### config.mk
export PLATFORM = sky130hd
export DESIGN_NAME = regalu_pipe
export DESIGN_NICKNAME = d
export VERILOG_FILES = /design/src/rtl/regalu_pipe.sv
export SDC_FILE = /design/constraint.sdc
export NUM_CORES = 2
export LEC_CHECK = 0
export ABC_AREA = 1
export CAP_MARGIN = 20
export CORE_AREA = 2 2 423 425
export DETAILED_ROUTE_END_ITERATION = 8
export DIE_AREA = 0 0 425 427
export PLACE_DENSITY = 0.62
export SLEW_MARGIN = 5
export SYNTH_ARGS = -nofsm -noshare
export SYNTH_HDL_FRONTEND = slang
export SYNTH_SLANG_ARGS = --single-unit
### constraint.sdc
create_clock -name clk -period 3.7 [get_ports clk]
set_clock_uncertainty 0.15 [all_clocks]
set_input_delay 0.74 -clock clk [delete_from_list [all_inputs] [get_ports clk]]
set_output_delay 0.74 -clock clk [all_outputs]
set_load 0.01 [all_outputs]
### src/rtl/regalu_pipe.sv
`default_nettype none
// ============================================================================
// Module   : regalu_pipe
// Purpose  : Two-stage issue/execute unit: forwarding register file feeding an
//            8-op ALU with an iterative shift-add multiplier.
// Revision : 1.0
// ============================================================================
module regalu_pipe #(
    parameter int DATA_WIDTH = 32,
    parameter int ADDR_WIDTH = 5,
    parameter int A0_IDX     = 10
) (
    input  logic                  clk,
    input  logic                  rst,
    input  logic                  in_valid,
    output logic                  in_ready,
    input  logic [ADDR_WIDTH-1:0] rs1,
    input  logic [ADDR_WIDTH-1:0] rs2,
    input  logic [ADDR_WIDTH-1:0] rd,
    input  logic                  we,
    input  logic                  alu_src,
    input  logic [2:0]            alu_ctrl,
    input  logic [DATA_WIDTH-1:0] imm,
    input  logic                  ext_we,
    input  logic [ADDR_WIDTH-1:0] ext_addr,
    input  logic [DATA_WIDTH-1:0] ext_wd,
    output logic                  out_valid,
    output logic [DATA_WIDTH-1:0] alu_out,
    output logic                  eq,
    output logic                  busy,
    output logic [DATA_WIDTH-1:0] a0
);

    localparam int c_NREG = 1 << ADDR_WIDTH;
    localparam int c_SHW  = $clog2(DATA_WIDTH);
    localparam int c_CNTW = c_SHW + 1;
    localparam logic [ADDR_WIDTH-1:0] c_A0 = ADDR_WIDTH'(A0_IDX);

    localparam logic [2:0] c_OP_ADD = 3'b000;
    localparam logic [2:0] c_OP_SUB = 3'b001;
    localparam logic [2:0] c_OP_AND = 3'b010;
    localparam logic [2:0] c_OP_OR  = 3'b011;
    localparam logic [2:0] c_OP_XOR = 3'b100;
    localparam logic [2:0] c_OP_SLL = 3'b101;
    localparam logic [2:0] c_OP_SLT = 3'b110;
    localparam logic [2:0] c_OP_MUL = 3'b111;

    typedef enum logic [0:0] {
        S_IDLE    = 1'b0,
        S_MUL_RUN = 1'b1
    } state_t;

    state_t r_state;
    state_t w_state_next;

    logic [DATA_WIDTH-1:0] r_regs [c_NREG];

    // Execute stage; op1/op2 double as the multiplicand/multiplier shifters.
    logic                  r_ex_valid;
    logic [DATA_WIDTH-1:0] r_ex_op1;
    logic [DATA_WIDTH-1:0] r_ex_op2;
    logic [2:0]            r_ex_ctrl;
    logic [ADDR_WIDTH-1:0] r_ex_rd;
    logic                  r_ex_we;
    logic                  r_ex_eq;
    logic [DATA_WIDTH-1:0] r_acc;
    logic [c_CNTW-1:0]     r_cnt;

    logic [DATA_WIDTH-1:0] r_alu_out;
    logic                  r_eq;
    logic                  r_out_valid;

    logic                  w_busy;
    logic                  w_accept;
    logic                  w_issue_mul;
    logic                  w_mul_last;
    logic                  w_done;
    logic                  w_wb_en;
    logic                  w_ext_en;
    logic [DATA_WIDTH-1:0] w_alu;
    logic [DATA_WIDTH-1:0] w_acc_next;
    logic [DATA_WIDTH-1:0] w_result;
    logic [DATA_WIDTH-1:0] w_op1;
    logic [DATA_WIDTH-1:0] w_op2_reg;
    logic [DATA_WIDTH-1:0] w_op2;

    assign w_busy      = (r_state == S_MUL_RUN);
    assign w_accept    = in_valid && !w_busy;
    assign w_issue_mul = w_accept && (alu_ctrl == c_OP_MUL);

    assign in_ready  = !w_busy;
    assign busy      = w_busy;
    assign out_valid = r_out_valid;
    assign alu_out   = r_alu_out;
    assign eq        = r_eq;
    assign a0        = r_regs[c_A0];

    always_comb begin
        w_state_next = r_state;
        w_mul_last   = 1'b0;
        case (r_state)
            S_IDLE: begin
                if (w_issue_mul) begin
                    w_state_next = S_MUL_RUN;
                end
            end
            S_MUL_RUN: begin
                if (r_cnt == c_CNTW'(1)) begin
                    w_mul_last   = 1'b1;
                    w_state_next = S_IDLE;
                end
            end
            default: w_state_next = S_IDLE;
        endcase
    end

    always_ff @(posedge clk) begin
        if (rst) begin
            r_state <= S_IDLE;
        end else begin
            r_state <= w_state_next;
        end
    end

    assign w_acc_next = r_acc + (r_ex_op2[0] ? r_ex_op1 : '0);

    always_comb begin
        w_alu = '0;
        case (r_ex_ctrl)
            c_OP_ADD: w_alu = r_ex_op1 + r_ex_op2;
            c_OP_SUB: w_alu = r_ex_op1 - r_ex_op2;
            c_OP_AND: w_alu = r_ex_op1 & r_ex_op2;
            c_OP_OR:  w_alu = r_ex_op1 | r_ex_op2;
            c_OP_XOR: w_alu = r_ex_op1 ^ r_ex_op2;
            c_OP_SLL: w_alu = r_ex_op1 << r_ex_op2[c_SHW-1:0];
            c_OP_SLT: w_alu = {{(DATA_WIDTH-1){1'b0}},
                               ($signed(r_ex_op1) < $signed(r_ex_op2))};
            default:  w_alu = '0;
        endcase
    end

    assign w_done   = r_ex_valid || w_mul_last;
    assign w_result = w_mul_last ? w_acc_next : w_alu;
    assign w_wb_en  = w_done && r_ex_we && (r_ex_rd != '0);
    assign w_ext_en = ext_we && (ext_addr != '0);

    // Operand priority: completing pipeline result, then same-edge preload, then file.
    always_comb begin
        w_op1 = r_regs[rs1];
        if (w_wb_en && (rs1 == r_ex_rd)) begin
            w_op1 = w_result;
        end else if (w_ext_en && (rs1 == ext_addr)) begin
            w_op1 = ext_wd;
        end

        w_op2_reg = r_regs[rs2];
        if (w_wb_en && (rs2 == r_ex_rd)) begin
            w_op2_reg = w_result;
        end else if (w_ext_en && (rs2 == ext_addr)) begin
            w_op2_reg = ext_wd;
        end

        w_op2 = alu_src ? imm : w_op2_reg;
    end

    // Pipeline write is placed last so it overrides a same-address preload.
    always_ff @(posedge clk) begin
        if (rst) begin
            for (int i = 0; i < c_NREG; i++) begin
                r_regs[i] <= '0;
            end
        end else begin
            if (w_ext_en) begin
                r_regs[ext_addr] <= ext_wd;
            end
            if (w_wb_en) begin
                r_regs[r_ex_rd] <= w_result;
            end
        end
    end

    always_ff @(posedge clk) begin
        if (rst) begin
            r_ex_valid <= 1'b0;
            r_ex_op1   <= '0;
            r_ex_op2   <= '0;
            r_ex_ctrl  <= c_OP_ADD;
            r_ex_rd    <= '0;
            r_ex_we    <= 1'b0;
            r_ex_eq    <= 1'b0;
            r_acc      <= '0;
            r_cnt      <= '0;
        end else begin
            r_ex_valid <= 1'b0;
            if (w_accept) begin
                r_ex_valid <= (alu_ctrl != c_OP_MUL);
                r_ex_op1   <= w_op1;
                r_ex_op2   <= w_op2;
                r_ex_ctrl  <= alu_ctrl;
                r_ex_rd    <= rd;
                r_ex_we    <= we;
                r_ex_eq    <= (w_op1 == w_op2);
                if (w_issue_mul) begin
                    r_acc <= '0;
                    r_cnt <= c_CNTW'(DATA_WIDTH);
                end
            end else if (w_busy) begin
                r_acc    <= w_acc_next;
                r_ex_op1 <= r_ex_op1 << 1;
                r_ex_op2 <= r_ex_op2 >> 1;
                r_cnt    <= r_cnt - c_CNTW'(1);
            end
        end
    end

    always_ff @(posedge clk) begin
        if (rst) begin
            r_alu_out   <= '0;
            r_eq        <= 1'b0;
            r_out_valid <= 1'b0;
        end else begin
            r_out_valid <= w_done;
            if (w_done) begin
                r_alu_out <= w_result;
                r_eq      <= r_ex_eq;
            end
        end
    end

endmodule
`default_nettype wire

# Word-level counts from Yosys, hierarchy flattened
# Memory sizes are Yosys's and may differ from the RTL's.
# Index checks and enable logic that the tools add are counted.
# word_totals
ff_bits,148
ramBits,1024
input_bits,93
output_inout_bits,68
word_cells,96
mem_count,1
# op_classes
n_addsub,4
n_lt_le_gt_ge,1
n_eq_ne,15
n_shift,1
mux,37
bitwise_logic,5
reduce_logical,19
# memory_table
name,depth,width,rd,rd_clocked_by_memory_dff,write_ports,line_no,text
r_regs,32,32,3,0,32,56,logic [DATA_WIDTH-1:0] r_regs [c_NREG];
# ops
cell,count
$mux W32,16
$pmux W32 S7,1
$add A32 B32 Y32,2
$reduce_or A32 Y1,2
$and A32 B32 Y32,1
$eq A32 B32 Y1,1
$lt A32 B32 Y1,1
$or A32 B32 Y32,1
$shl A32 B5 Y32,1
$sub A32 B32 Y32,1
$xor A32 B32 Y32,1
$eq A5 B5 Y1,4
$mux W6,3
$mux W1,14
$eq A3 B3 Y1 const B,4
$mux W5,2
$reduce_bool A5 Y1,2
$logic_and A1 B1 Y1,9
$eq A3 B2 Y1 const B,2
$eq A6 B1 Y1 const B,1
$sub A6 B1 Y6 const B,1
$eq A3 B1 Y1 const B,1
$logic_not A3 Y1,1
$ne A3 B3 Y1 const B,1
8 further kinds,9

# Logic depth before layout (Yosys ltp)
# depth
depth_word,11
mapped_depth,28
depth_no_buf,27

# Worst setup path before layout
# OpenSTA, ideal clock, no wires.
# synth_path
path_kind,reg2reg
startpoint,register r_cnt[1]
endpoint,memory r_regs[5][0] (enable)
arrival_ns,2.625
required_time_ns,3.161
setup_slack_ns,0.536
stages_incl_launch_ff,14
synth_period_minus_slack_ns,3.164
path_cell_list,dfxtp_1 -> inv_1 -> ha_1 -> nand3_1 -> nor2_2 -> nor2_2 -> nor2_4 -> inv_2 -> nor2_2 -> inv_2 -> nor4_2 -> nand2_1 -> clkbuf_1 -> nand2_1
# synth_lines
item,line_no,text
start: declaration,67,logic [c_CNTW-1:0] r_cnt;
start signal: assignment,205,r_cnt <= c_CNTW'(DATA_WIDTH);
start signal: assignment,211,r_cnt <= r_cnt - c_CNTW'(1);
end: declaration,56,

# Worst setup path after layout
# layout_path
startpoint,register r_ex_op2[0]
endpoint,register r_ex_eq
# layout_via
elab_chain_cells,6
# layout_lines
item,line_no,text
start: declaration,61,logic [DATA_WIDTH-1:0] r_ex_op2;
start signal: assignment,198,r_ex_op2 <= w_op2;
start signal: assignment,210,r_ex_op2 <= r_ex_op2 >> 1;
"$sub A32 B32 Y32, or another cell as far along",131,c_OP_SUB: w_alu = r_ex_op1 - r_ex_op2;
$pmux W32 S7 / $add A32 B32 Y32 (equally long branches),"129, 125",
$mux W32 *,143,assign w_result = w_mul_last ? w_acc_next : w_alu;
$mux W32,157,if (w_wb_en && (rs2 == r_ex_rd)) begin
$mux W32,163,w_op2 = alu_src ? imm : w_op2_reg;
$eq A32 B32 Y1 *,202,r_ex_eq <= (w_op1 == w_op2);
end signal: assignment,202,
end: declaration,65,logic r_ex_eq;
# Mark *: on every way between the ends. The rest lies on a longest branch, timed or not.
# A chain may end at the register's enable or synchronous reset.

==> results.md <==
- Status: finished with violations
- Violated checks: negative setup slack
- Post-Syn Area: 79200 um2
- Setup WS post-layout: -0.0388 ns
- Synthesized flop and latch total: approximately 1200
- GRT Total Usage: 0.462
- WP data arrival: between 4 and 5 ns
- Sequential fraction of the synthesis area: 0.426
- Initial antenna violation count: 17
- Via Count: about 91000
- DR pass1 iterations: 8
- Worst Hold End: r_acc[0]$_SDFFE_PP0P_
- Tcrit/Tclk final: 1.01
- Share of Yosys cell area claimed by the top area cell type: 0.388
- First-pass GRT wire length: around 600 mm
- Grt ovf: 0
- YS warnings: 0
- Crit-path max FO: 10
- Final non-filler cell total: between 10000 and 15000
- Synth top area cells: edfxtp_1, nand2_1, nand3_1, o22ai_1, o21ai_0
- Initial Utilization: 0.447
- Final setup viols: 1
- Xor and xnor area share after synthesis: 0.00243
- Root Buffer: clkbuf_16
- Setup_tns: -0.0388 ns
- Yosys cell types: 57
- Largest family of logic cells by synthesized area: simple AND/OR/NAND/NOR gates
- R2R depth: 27
- MaxCap Viol Count: 0
- Final Util: 0.564
- Worst reg2reg startpoint: r_ex_op2[0]$_SDFFE_PP0P_
- Vias/cell: 6.52
- Share of cells above drive strength 1: 0.188
- HP Start: r_acc[0]$_SDFFE_PP0P_
- Total clock buffers created by CTS: roughly 140
- GP Congestion: 1.09
- EDFF count, synth: between 1000 and 1500
- Multiplexer share of the synthesized area: 0
- Hold slack: between 0.3 and 0.4 ns
- Cells after Synth: between 10000 and 15000
- CTS tree: done
- Worst slew pin tran: just over 0.9 ns
- # rows: between 150 and 200
- I/O pins: approximately 160
- Complex-gate fraction of the synthesized area: 0.183
- Top_reg_cell synth: edfxtp_1
- Critical Path RT: 4.31 ns
- H-tree levels: 4
- Critical Path End Type: flop
- Area of the core: around 180000 um2
- Post-route ant nets: 0
- Largest buffer count on any clock path: 3
- FF-to-FF setup slack: -0.04 ns
- Final Hold Viols: 0
- Slew Limit Fails: 0
- Unrepaired setup endpoints after global routing: yes
- Minimum clock period: between 3 and 4 ns
- CP Class: flop to flop
- Clk_lat worst skew: about 0.84 ns
- Die H: 427 um
- Die area: ~180000 um2
- Largest net degree at the start of global routing: 60
- HP Class: flop to flop
- Largest area contributor in the netlist: edfxtp_1
- Placed cell count: between 10000 and 15000
- Post-DP HPWL: around 300 mm
- Vias in the first global route: 85774
- I/O Buffers: between 150 and 200
- Synth Area per Inst: around 7.4 um2
- Worst hold path depth: 2
- Area Growth Syn to Fin: 26.3%
- Sink Count: approximately 1200
- Slew HR: 0.387
- Post-layout net count: ~12000
- Critical Path Start Type: flop
- DRC: 0
- Total Wirelength: around 430 mm
- IR drop worst, VDD: around 0.00046 V
- Iter 0 DRT Violations: 14320
- Die span in x: around 430 um
- PD cells: about 410 nW/um2
- Static leakage: approximately 0.042 uW
- R2r endpoint: r_ex_eq$_SDFFE_PP0P_
- CTS Hold Bufs: 0
- Worst-path clk slew: about 0.070 ns
- Peak Freq: roughly 0.27 GHz
- Simple-gate share of the synthesized area: 0.268
- Routed len/inst: 31.0 um
- Post-synthesis adder-cell area fraction: 0.0240
- Post-synth ARST share: 0
-- worst max-delay path by stage --
| stage | endpoint | from | cells past startpoint | slack, ns |
|---|---|---|---|---|
| 3_5_place_dp | r_ex_eq$_SDFFE_PP0P_ | r_ex_op2[0]$_SDFFE_PP0P_ | 22 | -0.66 |
| 5_1_grt | r_ex_eq$_SDFFE_PP0P_ | r_ex_op1[7]$_SDFFE_PP0P_ | 27 | -0.13 |
| 6_report | r_ex_eq$_SDFFE_PP0P_ | r_ex_op2[0]$_SDFFE_PP0P_ | 27 | -0.04 |
| 2_1_floorplan | r_regs[5][0]$_DFFE_PP_ | r_cnt[1]$_SDFFE_PP0P_ | 13 | 0.54 |
| 4_1_cts | r_ex_eq$_SDFFE_PP0P_ | r_ex_op2[0]$_SDFFE_PP0P_ | 25 | 0.002 |
| 3_3_place_gp | r_ex_eq$_SDFFE_PP0P_ | r_ex_op2[0]$_SDFFE_PP0P_ | 22 | -0.72 |
-- critical path, stage by stage, from the launching register on --
cell     delay (ns)
dfxtp_2        0.34
buf_12         0.16
buf_4          0.16
nand2_1        0.08
inv_1          0.10
ha_4           0.22
a21oi_2        0.14
buf_4          0.13
nor2_1         0.03
nor2_1         0.16
buf_4          0.16
nand3_2        0.10
buf_4          0.17
nor2_2         0.08
nor2_1         0.05
buf_4          0.15
nand2_1        0.09
nand2_2        0.07
nand2_1        0.07
nand2_1        0.07
buf_4          0.14
nand3_1        0.06
nand2_1        0.06
nor2_1         0.13
nand3_1        0.10
nor2_2         0.20
nand4_1        0.12
a21oi_1        0.15
-- placed cells by master, fill, tap and decap left out, drive strengths merged, types with 3 or more instances in the layout --
cell type and instances:
o221ai 3, nor4 4, o21bai 9, nand3 1827
clkinvlp 4, clkbuf 181, edfxtp 1024, inv 898
a31oi 14, nor3 33, o211ai 117, conb 32
clkinv 63, dfxtp 148, xnor2 8, diode 13
and2 13, o21a 3, nor2 377, a21boi 4
nand4 74, nand2 2483, a21oi 647, a21o 8
or2 55, a22oi 63, fa 3, o22ai 948
xor2 14, o21ai 720, nand3b 3, ha 147
bufinv 11, clkdlybuf4s50 149, buf 1542
-- power by group --
part / internal, uW / switching, uW / total [uW]
registers: 14900 / 291 / 15200
logic: 3580 / 7230 / 10800
clock network: 8210 / 6380 / 14600
-- cells in the mapped netlist, types with 74 or more instances --
master    number
nor2_1       366
ha_1         147
nand3_1     1820
o211ai_1     117
nand4_1       74
inv_1        842
dfxtp_1      148
buf_1         84
nand2_1     2459
edfxtp_1    1024
clkbuf_1     475
buf_2        368
a21oi_1      646
o22ai_1      948
o21ai_0      707
-- layout make-up --
| cell class | count | area, um2 |
|---|---|---|
| well taps | 2355 | 2950 |
| repair buffers | 1694 | 16100 |
| diodes | 13 | 32.5 |
| flip-flops and latches | 1172 | 33700 |
| multi-input cells | 7616 | 39100 |
| clock inverters | 81 | 798 |
| fillers | 16571 | 77300 |
| inverters | 895 | 3400 |
| clock buffers | 178 | 3860 |
-- what timing repair did --
item,4_1_cts,5_1_grt
buffers inserted,7,12
setup endpoints to repair,569,405
resized for setup,167,145
pin swaps,30,60
gates cloned,0,3
-- logic make-up (layout without fill, tap and decap cells) --
kind of cell / Yosys count / after routing
AO/OA/AOI/OAI: 2540 / 2540
XOR/XNOR: 22 / 22
adder cells (fa/ha/maj): 150 / 150
buffers and inverters: 1879 / 2848
flip-flops: 1172 / 1172
other: 1 / 45
AND/OR/NAND/NOR: 4872 / 4872
-- stage by stage --
step | power (uW) | setup slack (ns) | instance area [um2]
after global placement | 25400 | -0.723 | 93800
final | 40600 | -0.0388 | 100000
after detailed placement | 25400 | -0.658 | 93800
after CTS | 39800 | 0.00161 | 99200
after floorplan | 20100 | 0.536 | 79300
after global routing | 41400 | -0.126 | 100000
-- flip-flops by register name, summed over array words and instances (netlist names) --
name	count
r_ex_valid	1
r_ex_rd	5
r_ex_op2	32
out_valid	1
busy	1
r_ex_ctrl	3
eq	1
r_ex_op1	32
r_cnt	6
alu_out	32
r_ex_we	1
r_acc	32
r_regs	1024
r_ex_eq	1
-- per-layer routing --
layer	up-vias	GRT usage	routed length [um]
met4	16	0.386	44300
li1	39028	-	-
met1	42842	0.525	143000
met2	7333	0.720	191000
met3	2042	0.132	56000
met5	-	0.000265	104
No activity file was read; power rests on OpenSTA's default activity.
